===== src/rtl/button_event_if.sv =====
// Signal bundle between a debounced push-button source and the button_event
// decoder: the clean level in, discrete UI events out.
interface button_event_if #(
    parameter int SW = 8
);
    logic          level_in;
    logic          press_pulse;
    logic          release_pulse;
    logic          long_press;
    logic          repeat_pulse;
    logic          held;
    logic [SW-1:0] step_count;

    // master: whoever supplies the debounced level and consumes the events
    modport master (
        output level_in,
        input  press_pulse, release_pulse, long_press, repeat_pulse, held, step_count
    );

    // slave: the button_event decoder itself
    modport slave (
        input  level_in,
        output press_pulse, release_pulse, long_press, repeat_pulse, held, step_count
    );
endinterface


===== src/rtl/button_event.sv =====
// Turns a debounced button level into press/release pulses, a long-press level,
// a wrapping step counter and, when BUTTON_AUTO_REPEAT_EN is defined, auto-repeat pulses.
module button_event #(
    parameter int CW            = 26,
    parameter int LONG_CYCLES   = 25_000_000,
    parameter int REPEAT_CYCLES = 5_000_000,
    parameter int SW            = 8
) (
    input logic           clk,
    input logic           reset,
    button_event_if.slave bus
);

`ifdef BUTTON_AUTO_REPEAT_EN
    localparam bit REPEAT_EN = 1'b1;
`else
    localparam bit REPEAT_EN = 1'b0;
`endif

    localparam logic [CW-1:0] LONG_LAST   = CW'(LONG_CYCLES - 1);
    localparam logic [CW-1:0] REPEAT_LAST = CW'(REPEAT_CYCLES - 1);

    typedef enum logic [1:0] {
        IDLE,
        PRESSED,
        LONG
    } state_t;

    state_t        state_q, state_d;
    logic [CW-1:0] cnt_q, cnt_d;
    logic          prev_q;
    logic          press_q, press_d;
    logic          release_q, release_d;
    logic          repeat_q, repeat_d;
    logic          long_q, long_d;
    logic          held_q, held_d;
    logic [SW-1:0] step_q, step_d;
    logic          rise, fall;

    assign rise = bus.level_in & ~prev_q;
    assign fall = ~bus.level_in & prev_q;

    // NOTE: every always_comb output gets a default before the case so that no
    // path leaves a signal unassigned, which would otherwise infer a latch.
    always_comb begin
        state_d   = state_q;
        cnt_d     = cnt_q;
        press_d   = 1'b0;
        release_d = 1'b0;
        repeat_d  = 1'b0;
        step_d    = step_q;

        unique case (state_q)
            IDLE: begin
                cnt_d = '0;
                if (rise) begin
                    press_d = 1'b1;
                    step_d  = step_q + SW'(1);
                    state_d = PRESSED;
                end
            end
            PRESSED: begin
                if (fall) begin
                    release_d = 1'b1;
                    cnt_d     = '0;
                    state_d   = IDLE;
                end else if (cnt_q == LONG_LAST) begin
                    cnt_d   = '0;
                    state_d = LONG;
                end else begin
                    cnt_d = cnt_q + CW'(1);
                end
            end
            LONG: begin
                // Release wins over a coincident repeat threshold.
                if (fall) begin
                    release_d = 1'b1;
                    cnt_d     = '0;
                    state_d   = IDLE;
                end else if (!REPEAT_EN) begin
                    cnt_d = '0;
                end else if (cnt_q == REPEAT_LAST) begin
                    repeat_d = 1'b1;
                    step_d   = step_q + SW'(1);
                    cnt_d    = '0;
                end else begin
                    cnt_d = cnt_q + CW'(1);
                end
            end
            default: begin
                cnt_d   = '0;
                state_d = IDLE;
            end
        endcase

        long_d = (state_d == LONG);
        held_d = (state_d != IDLE);
    end

    // NOTE: state registers use non-blocking assignments so every flop samples
    // the pre-edge values regardless of statement order.
    always_ff @(posedge clk) begin
        if (!reset) begin
            state_q   <= IDLE;
            cnt_q     <= '0;
            prev_q    <= 1'b1;
            press_q   <= 1'b0;
            release_q <= 1'b0;
            repeat_q  <= 1'b0;
            long_q    <= 1'b0;
            held_q    <= 1'b0;
            step_q    <= '0;
        end else begin
            state_q   <= state_d;
            cnt_q     <= cnt_d;
            prev_q    <= bus.level_in;
            press_q   <= press_d;
            release_q <= release_d;
            repeat_q  <= repeat_d;
            long_q    <= long_d;
            held_q    <= held_d;
            step_q    <= step_d;
        end
    end

    assign bus.press_pulse   = press_q;
    assign bus.release_pulse = release_q;
    assign bus.repeat_pulse  = repeat_q;
    assign bus.long_press    = long_q;
    assign bus.held          = held_q;
    assign bus.step_count    = step_q;

endmodule


===== src/flat_wrapper.sv =====
// flat-port wrapper written by rule: the top's interface ports become plain ports
module button_event_flat 
#(
    parameter int CW            = 26,
    parameter int LONG_CYCLES   = 25_000_000,
    parameter int REPEAT_CYCLES = 5_000_000,
    parameter int SW            = 8
)
  (clk, reset, bus_level_in, bus_press_pulse, bus_release_pulse, bus_long_press, bus_repeat_pulse, bus_held, bus_step_count);
  button_event_if #(.SW(SW)) bus_i ();
  input logic clk;
  input logic reset;
  input wire logic [$bits(bus_i.level_in)-1:0] bus_level_in;
  output wire logic [$bits(bus_i.press_pulse)-1:0] bus_press_pulse;
  output wire logic [$bits(bus_i.release_pulse)-1:0] bus_release_pulse;
  output wire logic [$bits(bus_i.long_press)-1:0] bus_long_press;
  output wire logic [$bits(bus_i.repeat_pulse)-1:0] bus_repeat_pulse;
  output wire logic [$bits(bus_i.held)-1:0] bus_held;
  output wire logic [$bits(bus_i.step_count)-1:0] bus_step_count;
  assign bus_i.level_in = bus_level_in;
  assign bus_press_pulse = bus_i.press_pulse;
  assign bus_release_pulse = bus_i.release_pulse;
  assign bus_long_press = bus_i.long_press;
  assign bus_repeat_pulse = bus_i.repeat_pulse;
  assign bus_held = bus_i.held;
  assign bus_step_count = bus_i.step_count;
  button_event #(.CW(CW), .LONG_CYCLES(LONG_CYCLES), .REPEAT_CYCLES(REPEAT_CYCLES), .SW(SW)) u_core (.clk(clk), .reset(reset), .bus(bus_i));
endmodule

===== config.mk =====
export PLATFORM = sky130hd
export DESIGN_NAME = button_event_flat
export DESIGN_NICKNAME = d
export VERILOG_FILES = /design/src/rtl/button_event_if.sv /design/src/rtl/button_event.sv /design/src/flat_wrapper.sv
export SDC_FILE = /design/constraint.sdc
export NUM_CORES = 1
export LEC_CHECK = 0
export BUFFER_PORTS_ARGS = -buffer_cell sky130_fd_sc_hd__buf_4
export CAP_MARGIN = 20
export CORE_ASPECT_RATIO = 0.9
export CORE_UTILIZATION = 60
export CTS_BUF_LIST = sky130_fd_sc_hd__clkbuf_8
export DETAILED_ROUTE_END_ITERATION = 8
export GPL_TIMING_DRIVEN = 0
export PLACE_DENSITY_LB_ADDON = 0.3
export SYNTH_ARGS = -nofsm -noshare
export SYNTH_HDL_FRONTEND = slang
export SYNTH_SLANG_ARGS = --single-unit

===== constraint.sdc =====
create_clock -name clk -period 2.55 [get_ports clk]
set_clock_uncertainty 0.05 [all_clocks]
set_input_delay 0.51 -clock clk [delete_from_list [all_inputs] [get_ports clk]]
set_output_delay 0.51 -clock clk [all_outputs]
set_load 0.05 [all_outputs]

# Yosys cells after proc, flatten, opt, wreduce, memory -nomap -nowiden
# Index checks and enable logic that the tools add are counted.
# W data, S select, Z words.
dict set report totals {
  output_inout_bits 13
  reg_bits 41
}
dict set report op_classes {
  eq_ne 4
  add_sub_neg 2
  reduce_logical 7
  mux 7
  n_bitwise 6
}
# op count
set ops {}
lappend ops {{$add A26 B1 Y26 const B} 1}
lappend ops {{$eq A26 B25 Y1 const B} 1}
lappend ops {{$add A8 B1 Y8 const B} 1}
lappend ops {{$mux W2} 4}
lappend ops {{$pmux W2 S3} 1}
lappend ops {{$reduce_and A2 Y1} 3}
lappend ops {{$eq A2 B2 Y1 const B} 2}
lappend ops {{$not A1 Y1} 4}
lappend ops {{$reduce_or A4 Y1} 1}
lappend ops {{$and A1 B1 Y1} 2}
lappend ops {{$eq A2 B1 Y1 const B} 1}
lappend ops {{$logic_not A2 Y1} 1}
lappend ops {{$mux W1} 2}
lappend ops {{$reduce_bool A2 Y1} 1}
lappend ops {{$reduce_or A2 Y1} 1}

# Longest topological paths before layout
# Gate-level depths: netlist of the first run.
dict set report depth {
  word_depth 5
  mapped_depth 8
  ltp_nobuf 7
}

# Worst setup path before layout of the first run
# Ideal clock, no wire load.
dict set report synth_timing {
  path_type {flip-flop to flip-flop}
  start {reg u_core.state_q[1]}
  end {reg u_core.step_q[5], in the netlist u_core.bus.step_count[5]}
  synth_period_minus_slack_ns 1.858
  arrival_ns 1.693
  t_required_ns 2.385
  setup_time_ns 0.115
  setup_slack_ns 0.692
  path_buffers 1
  stages_incl_launch_ff 9
  path_cell_list {dfxtp_1 > inv_1 > ha_1 > and3b_1 > clkbuf_1 > and4_1 > nand3_1 > xnor2_1 > and2_1}
}
dict set report synth_between {
  elab_chain_cells 2
}
# element line
set synth_lines {}
lappend synth_lines {{from (decl)} button_event.sv:29} ;# state_t state_q, state_d;
lappend synth_lines {{from (signal assigned)} button_event.sv:114} ;# state_q <= state_d;
lappend synth_lines {{$logic_not A2 Y1} button_event.sv:53} ;# unique case (state_q)
lappend synth_lines {{$reduce_and A2 Y1 (no line)} --}
lappend synth_lines {{to (signal assigned)} button_event.sv:122} ;# step_q <= step_d;
lappend synth_lines {{to (decl)} button_event.sv:37} ;# logic [SW-1:0] step_q, step_d;
# No other way between the ends.
# A chain may end at the register's enable or synchronous reset.

# Final worst setup path of the first run
dict set report layout_timing {
  start {reg u_core.state_q[1]}
  end {reg u_core.step_q[7], in the netlist u_core.bus.step_count[7]}
}
# Same word-level chain as after synthesis.

==> qor.txt, run 1 <==
Main flop type after synthesis - dfxtp_1
Vias/cell - 5.522
EDFF count, synth - 0
Synth Area in Simple Gates - 29.85%
Clock insertion delay at the later pin of the skew report - 0.29 ns
Sequential Power Share - 57.9%
Final Non-Filler Cells - 268
Commonest non-fill, non-tap cell in the layout - dfxtp_1
Drc violations - 0
Total power per unit cell area - 525.7 nW/µm²
Max rail drop VDD - 440.3 µV
ANT nets after route - 0
Placed cell areas - 2046 µm²
Worst Hold Depth - 2
Setup TNS - 0 ns
Average wire per standard cell - 13.00 µm
Synth-to-Final Area Change - 12.77%
Die height - 55.25 µm
Required @ worst endpoint - 2.70 ns
Post-Synthesis Cells - 206
Crit Path Max Fanout - 9
Total CTS buffers - 5
Nets - 236
Final hold vios - 0
GRT Residual Overflow - 0
Multiplexer share of the synthesized area - 0.5295%
Int Power - 0.8538 mW
Post-synth cell types - 35
Sink Count - 41
Register area share after synthesis - 43.41%
Crit end category - register
Die area - 3380 µm²
Warnings from Yosys - 0
Clk pwr share - 36.9%
Finished Core Util - 74.54%
Power Total - 1.121 mW
Slew margin rel. - 61.72%
Final-report setup violation count - 0
Compound-cell area share of the yosys netlist - 4.037%
Initial antenna violation count - 0
Yosys reg bits - 41
Die width - 61.17 µm
Fraction of registers with async set/reset - 0%
Antenna cells - 0
Setup bufs post-CTS - 0
Placed Instances - 260
Xor and xnor fraction of the mapped netlist area - 14.36%
Hold Crit Class - primary input to register
FILL cells - 222
RSZ-0062 raised after global routing - false
CTS Hold Bufs - 0
Wirelength, routed - 3484 µm
CP arrival - 2.26 ns
DR vias - 1480
Final non-filler cell area - 2132 µm²
Slew Viols, Final - 0
Post-CTS sizing - 0
Initial core utilization - 66.10%
Max Fclk - 473.4 MHz
Tightest Pin Transition - 0.5695 ns
Final critical-path share of the clock period - 82.84%
Total track usage - 22.52%
Vias in the first global route - 1313
Avg Cell Area, Syn - 9.177 µm²
Syn Nets - 215
Layout cell share with drive strength beyond 1 - 13.60%
Most frequent cells in the layout - dfxtp_1 (41), nor2_1 (32), xor2_1 (19), nand3_1 (19), buf_4 (15)
CTS tree - built
Adder-Cell Fraction of Synth Area - 3.971%
Worst Hold Path EP - u_core.prev_q
Drt pass-1 iters - 4
Clk buf depth - 2
Post-Syn Area - 1891 µm²
Reg2reg setup slack - 0.44 ns
Ports - 16
Leak - 0.7926 nW
Combinational power share - 5.1%
I/O Buffers - 14
Setup crit start kind - register
R2r startpoint - u_core.state_q[1]
Hold Path Origin - bus_level_in
Pin count of the biggest net entering global routing - 14
Tmin final - 2.112 ns
Placer Congestion - 0.7822
R2r worst-path depth - 8
Largest family of logic cells by synthesized area - simple AND/OR/NAND/NOR gates
FP Rows - 18
Sw Ratio - 23.83%
Status - completed
CORE AREA - 2860 µm²
Net load switching power - 0.2671 mW
Initial drt markers - 117
Global-route wire length before repair - 5692 µm
Hpwl dp - 2547 µm
CTS H-tree depth - 2
Clock transition at the registers of the reported paths - 0.08 ns
Number of max-cap violations - 0
CTS Root Cell - clkbuf_8
Type of the worst setup path - register to register
R2R Path End - u_core.bus.step_count[7]
[per-stage QoR]
step / setup slack, ns / hold slack, ns
after global routing: 0.3206 / 0.3767
after floorplan: 0.6917 / 0.3759
final: 0.4376 / 0.3804
after CTS: 0.4654 / 0.3813
after global placement: 0.5698 / 0.3925
after detailed placement: 0.4807 / 0.4136
[critical path: stages, from the launching register on]
cell	delay, ns
dfxtp_1	0.37
inv_1	0.15
ha_1	0.21
and3b_1	0.16
clkbuf_1	0.34
and4_1	0.33
nand3_1	0.13
xnor2_1	0.13
and2_1	0.15
[layout make-up]
class	count	area [µm²]	area share (%)
clock inverter	3	17.52	0.8216
timing repair buffer	14	105.1	4.930
inverter	7	26.28	1.232
sequential	41	820.8	38.50
multi-input combinational	152	1001	46.95
buffer	6	42.54	1.995
clock buffer	5	68.82	3.228
tap	40	50.05	2.347
[worst max-delay path by stage]
stage                     slack, ns  cells after the start         startpoint                  endpoint
final                          0.44                      8  u_core.state_q[1]  u_core.bus.step_count[7]
after global routing           0.32                      8  u_core.state_q[1]  u_core.bus.step_count[7]
after CTS                      0.47                      8  u_core.state_q[1]  u_core.bus.step_count[7]
after detailed placement       0.48                      8  u_core.state_q[1]  u_core.bus.step_count[7]
after global placement         0.57                      8  u_core.state_q[1]  u_core.bus.step_count[5]
after floorplan                0.69                      8  u_core.state_q[1]  u_core.bus.step_count[5]
[power groups by stage]
stage	sequential, mW	clock (mW)	combinational (mW)
after floorplan	0.674	0	0.0316
after global placement	0.664	0	0.0554
after detailed placement	0.665	0	0.0571
after CTS	0.649	0.419	0.0576
after global routing	0.650	0.451	0.0621
final	0.649	0.414	0.0576
[registers in the layout, indices dropped and copies added, names as in the netlist]
signal / count
u_core.cnt_q: 26
u_core.bus.step_count: 8
u_core.bus.long_press: 1
u_core.bus.press_pulse: 1
u_core.state_q: 2
u_core.prev_q: 1
u_core.bus.release_pulse: 1
u_core.bus.held: 1
[cells in the mapped netlist, drive strengths merged (4+ instances only)]
master	n	area share, %
a21oi	4	1.1
and2	8	2.6
and3	7	2.3
buf	4	1.9
dfxtp	41	43
ha	6	4.0
inv	7	1.4
nand2	7	1.4
nand3	19	5.0
nand4	11	4.4
nor2	32	6.4
nor4	4	2.4
xnor2	12	5.6
xor2	19	8.8
[cell families after synthesis]
| logic type | count (synthesis) |
|---|---|
| compound gates | 11 |
| xor+xnor | 31 |
| fa+ha+maj | 6 |
| buf+inv | 13 |
| flops | 41 |
| mux | 1 |
| other cells | 1 |
| simple gates | 102 |
[layer usage]
layer / GRT usage (%) / vias up / routed length, µm
met2: 34.16 / 30 / 1645
met5: 0 / - / 0
met1: 29.55 / 703 / 1635
met3: 7.728 / 7 / 152
met4: 7.468 / 0 / 51
li1: - / 740 / -
Note: power is estimated with default switching activity, not from simulation.
==> inputs of run 2 (changes only) <==
Settings changed: CORE_UTILIZATION 60 to 55.
Clock period 2.55 ns to 1.9 ns, I/O delays scaled along.
==> qor.txt, run 2 (synthesized netlist as in run 1, its figures left out) <==
Status - completed
Cell depth of the worst setup path - 6
R2r startpoint - u_core.cnt_q[6]
Clk buf depth - 2
Setup slack after layout - 0.07394 ns
Die width - 63.80 µm
RSZ-0062 raised after global routing - false
Pin count of the biggest net entering global routing - 12
Hold Crit Class - primary input to register
Wirelength, routed - 3404 µm
R2r worst-path depth - 6
CTS Hold Bufs - 0
Reg2reg setup slack - 0.07 ns
Drc violations - 0
Antenna cells - 0
Final-report setup violation count - 0
Die height - 57.62 µm
CP top delay family - simple AND/OR/NAND/NOR gates
Clock transition at the registers of the reported paths - 0.07 ns
Hpwl dp - 2410 µm
Crit path from - u_core.cnt_q[6]
Initial antenna violation count - 0
Final Non-Filler Cells - 270
CP peak stage delay - 0.59 ns
Die area - 3676 µm²
Max rail drop VDD - 546.9 µV
Vias/cell - 5.415
Place WS - -0.1390 ns
DR vias - 1462
Setup crit end - u_core.cnt_q[22]
Leak - 0.8258 nW
Max Fclk - 547.6 MHz
CORE AREA - 3162 µm²
Nets - 237
CTS tree - built
Type of the worst setup path - register to register
Total power per unit cell area - 686.8 nW/µm²
Crit Path Max Fanout - 10
Total track usage - 20.20%
Top reg by flops - u_core.cnt_q
R2R Path End - u_core.cnt_q[22]
Setup crit start kind - register
Tmin final - 1.826 ns
Max reg flops - 26
Final hold vios - 0
Number of max-cap violations - 0
Slowest CP cell - or4_4
Layout cell share with drive strength beyond 1 - 19.74%
FP Rows - 19
Vias in the first global route - 1285
Sink Count - 41
I/O Buffers - 14
Initial drt markers - 128
Setup TNS - 0 ns
Crit path cell chain - nor4_2 > nand2_1 > or4_4 > nand4_4 > buf_6 > nor2_1
Total CTS buffers - 5
CTS H-tree depth - 2
Required @ worst endpoint - 2.03 ns
CP arrival - 1.96 ns
Average wire per standard cell - 12.61 µm
Global-route wire length before repair - 5747 µm
Placed Instances - 262
Initial core utilization - 59.79%
Most frequent cells in the layout - dfxtp_1 (34), nor2_1 (32), xor2_1 (19), nand3_1 (19), buf_4 (17)
CP bufs+invs - 1
Final critical-path share of the clock period - 96.11%
Commonest non-fill, non-tap cell in the layout - dfxtp_1
Drt pass-1 iters - 4
Ports - 16
CTS Root Cell - clkbuf_8
Synth-to-Final Area Change - 16.48%
GRT Residual Overflow - 0
Crit end category - register
ANT nets after route - 0
Clock insertion delay at the later pin of the skew report - 0.29 ns
Slew Viols, Final - 0
Placer Congestion - 0.8230
[run 2: cell type report]
cell class	count	area [µm²]
multi-input cells	152	1049
clock buffers	6	82.58
fillers	240	959.7
inverters	7	26.28
well taps	42	52.55
flip-flops and latches	41	829.5
repair buffers	16	120.1
clock inverters	1	3.754
plain buffers	5	38.79
[run 2: metal layers]
metal  global-route usage (%)  vias up  wire length, µm
met5                        0        -                0
met2                    29.48       32             1474
met4                    9.740        0               63
met1                    28.54      684             1726
li1                         -      739                -
met3                    4.134        7              138
[run 2: what timing repair did]
item / CTS / global route
endpoints found under the setup margin: 24 / 24
pin swaps: 0 / 4
gates resized for setup: 5 / 11
gates cloned: 0 / 0
setup buffers: 0 / 2
[run 2: per-stage QoR]
step | total power [mW] | hold WS [ns] | util (%) | area [µm²]
4_1_cts | 1.519 | 0.2641 | 67.67 | 2140
3_5_place_dp | 0.9694 | 0.3975 | 64.78 | 2048
5_1_grt | 1.578 | 0.2908 | 69.65 | 2202
6_report | 1.512 | 0.2916 | 69.65 | 2202
3_3_place_gp | 0.9675 | 0.3852 | 64.78 | 2048
2_1_floorplan | 0.9469 | 0.3759 | - | 1891
[run 2: worst min-delay path by stage]
stage,to,cells after the start,start
after floorplan,u_core.cnt_q[0],1,u_core.cnt_q[0]
after global placement,u_core.cnt_q[0],1,u_core.cnt_q[0]
after detailed placement,u_core.cnt_q[0],1,u_core.cnt_q[0]
after CTS,u_core.prev_q,2,bus_level_in
after global routing,u_core.prev_q,2,reset
final,u_core.prev_q,2,reset
[run 2: power breakdown]
group | internal, mW | total [mW] | switching, mW
clock network | 0.283 | 0.558 | 0.275
logic | 0.0296 | 0.0827 | 0.0532
registers | 0.866 | 0.872 | 0.00579
==> inputs of run 3 (changes only) <==
Settings changed: CELL_PAD_IN_SITES_DETAIL_PLACEMENT set to 2, CELL_PAD_IN_SITES_GLOBAL_PLACEMENT set to 2, CORE_UTILIZATION 55 to 34.
==> qor.txt, run 3 (synthesized netlist as in run 1, its figures left out) <==
R2r worst-path depth - 6
FP Rows - 25
Max Fclk - 533.7 MHz
Most frequent cells in the layout - nor2_1 (32), dfxtp_1 (30), buf_4 (24), xor2_1 (19), nand3_1 (19)
Hold Path Origin - bus_level_in
Required @ worst endpoint - 2.02 ns
Commonest non-fill, non-tap cell in the layout - nor2_1
Register area - 842.1 µm²
ANT nets after route - 0
I/O Buffers - 14
Nets - 244
Sink Count - 41
Top reg by flops - u_core.cnt_q
RSZ-0062 raised after global routing - true
CTS Root Cell - clkbuf_8
Setup crit start kind - register
Initial drt markers - 51
Drc violations - 0
Leak - 0.8774 nW
Number of max-cap violations - 0
Layout cell share with drive strength beyond 1 - 25.42%
Hpwl dp - 3365 µm
Crit Path Max Fanout - 10
Total CTS buffers - 5
FILL cells - 578
Reg2reg setup slack - 0.03 ns
CTS tree - built
Die area - 5863 µm²
Clock insertion delay at the later pin of the skew report - 0.29 ns
Clk buf depth - 2
Antenna cells - 0
Die height - 72.74 µm
Hold Crit Class - primary input to register
CTS H-tree depth - 2
Final-report setup violation count - 0
Average wire per standard cell - 15.98 µm
Synth-to-Final Area Change - 24.49%
R2r startpoint - u_core.cnt_q[22]
Status - completed
Worst Hold Path EP - u_core.prev_q
Max rail drop VDD - 343.6 µV
R2R Path End - u_core.cnt_q[10]
Vias in the first global route - 1628
CP arrival - 2.00 ns
CORE AREA - 5318 µm²
Die width - 80.60 µm
Total track usage - 17.25%
Area occupied by multi-input gates - 1070 µm²
Slew Viols, Final - 0
Ports - 16
Crit end category - register
Final hold vios - 0
Pin count of the biggest net entering global routing - 13
Max reg flops - 26
Power Total - 1.690 mW
Tmin final - 1.874 ns
Initial core utilization - 35.55%
Global-route wire length before repair - 7803 µm
Vias/cell - 5.030
Drt pass-1 iters - 4
Initial antenna violation count - 0
Type of the worst setup path - register to register
DR vias - 1524
Clock transition at the registers of the reported paths - 0.08 ns
Worst Hold Depth - 2
Finished Core Util - 44.26%
Wirelength, routed - 4843 µm
GRT Residual Overflow - 0
Placer Congestion - 0.7275
Final critical-path share of the clock period - 98.61%
Total power per unit cell area - 718.1 nW/µm²
## run 3: how the worst max path moves through the flow
stage	startpoint	to	slack, ns	depth (start not counted)
2_1_floorplan	u_core.state_q[1]	u_core.bus.step_count[5]	0.04	8
3_3_place_gp	u_core.state_q[1]	u_core.bus.step_count[7]	-0.22	8
3_5_place_dp	u_core.state_q[1]	u_core.bus.step_count[7]	-0.28	8
4_1_cts	u_core.cnt_q[7]	u_core.cnt_q[25]	0.009	5
5_1_grt	u_core.cnt_q[9]	u_core.cnt_q[10]	-0.05	6
6_report	u_core.cnt_q[22]	u_core.cnt_q[10]	0.03	6
## run 3: worst max-delay path: stages (launching register included)
cell     delay, ns
dfxtp_2       0.37
and4_4        0.25
nand4_1       0.12
or4_4         0.58
nand4_4       0.17
buf_8         0.15
nor2_1        0.07
## run 3: where the power goes
group          internal, mW  total, mW  leakage [nW]  switching, mW
clock                 0.423      0.735        0.0626          0.311
sequential            0.861      0.868         0.337        0.00646
combinational        0.0313     0.0874         0.477         0.0562
## run 3: layout make-up
type,instances,area share [%]
clock buffer,6,3.509
multi-input combinational,152,45.45
inverter,7,1.116
clock inverter,2,1.435
sequential,41,35.78
timing repair buffer,23,7.337
buffer,5,1.808
tap,67,3.562
## run 3: timing repair
| item | 4_1_cts | 5_1_grt |
|---|---|---|
| endpoints found under the setup margin | 27 | 27 |
| setup buffers | 4 | 5 |
| pin swaps | 3 | 4 |
| gates resized for setup | 12 | 16 |
| hold buffers | 0 | 0 |
## run 3: routing by layer
layer	wire length (µm)	up-vias	GRT usage, %
met1	2357	754	23.10
met5	0	-	0
met4	24	0	4.167
met2	2383	15	28.25
li1	-	751	-
met3	77	4	3.750
## run 3: through the flow
| step | setup WS (ns) | instance area (µm²) | TNS (ns) | hold WS [ns] | std cells |
|---|---|---|---|---|---|
| finish | 0.02632 | 2354 | 0 | 0.2706 | 303 |
| global route | -0.04602 | 2354 | -0.3426 | 0.2676 | 303 |
| CTS | 0.009454 | 2261 | 0 | 0.2593 | 298 |
| detailed placement | -0.2769 | 2079 | -2.661 | 0.4091 | 287 |
| global placement | -0.2207 | 2079 | -1.159 | 0.3856 | 287 |
| floorplan | 0.04172 | 1891 | 0 | 0.3759 | 206 |
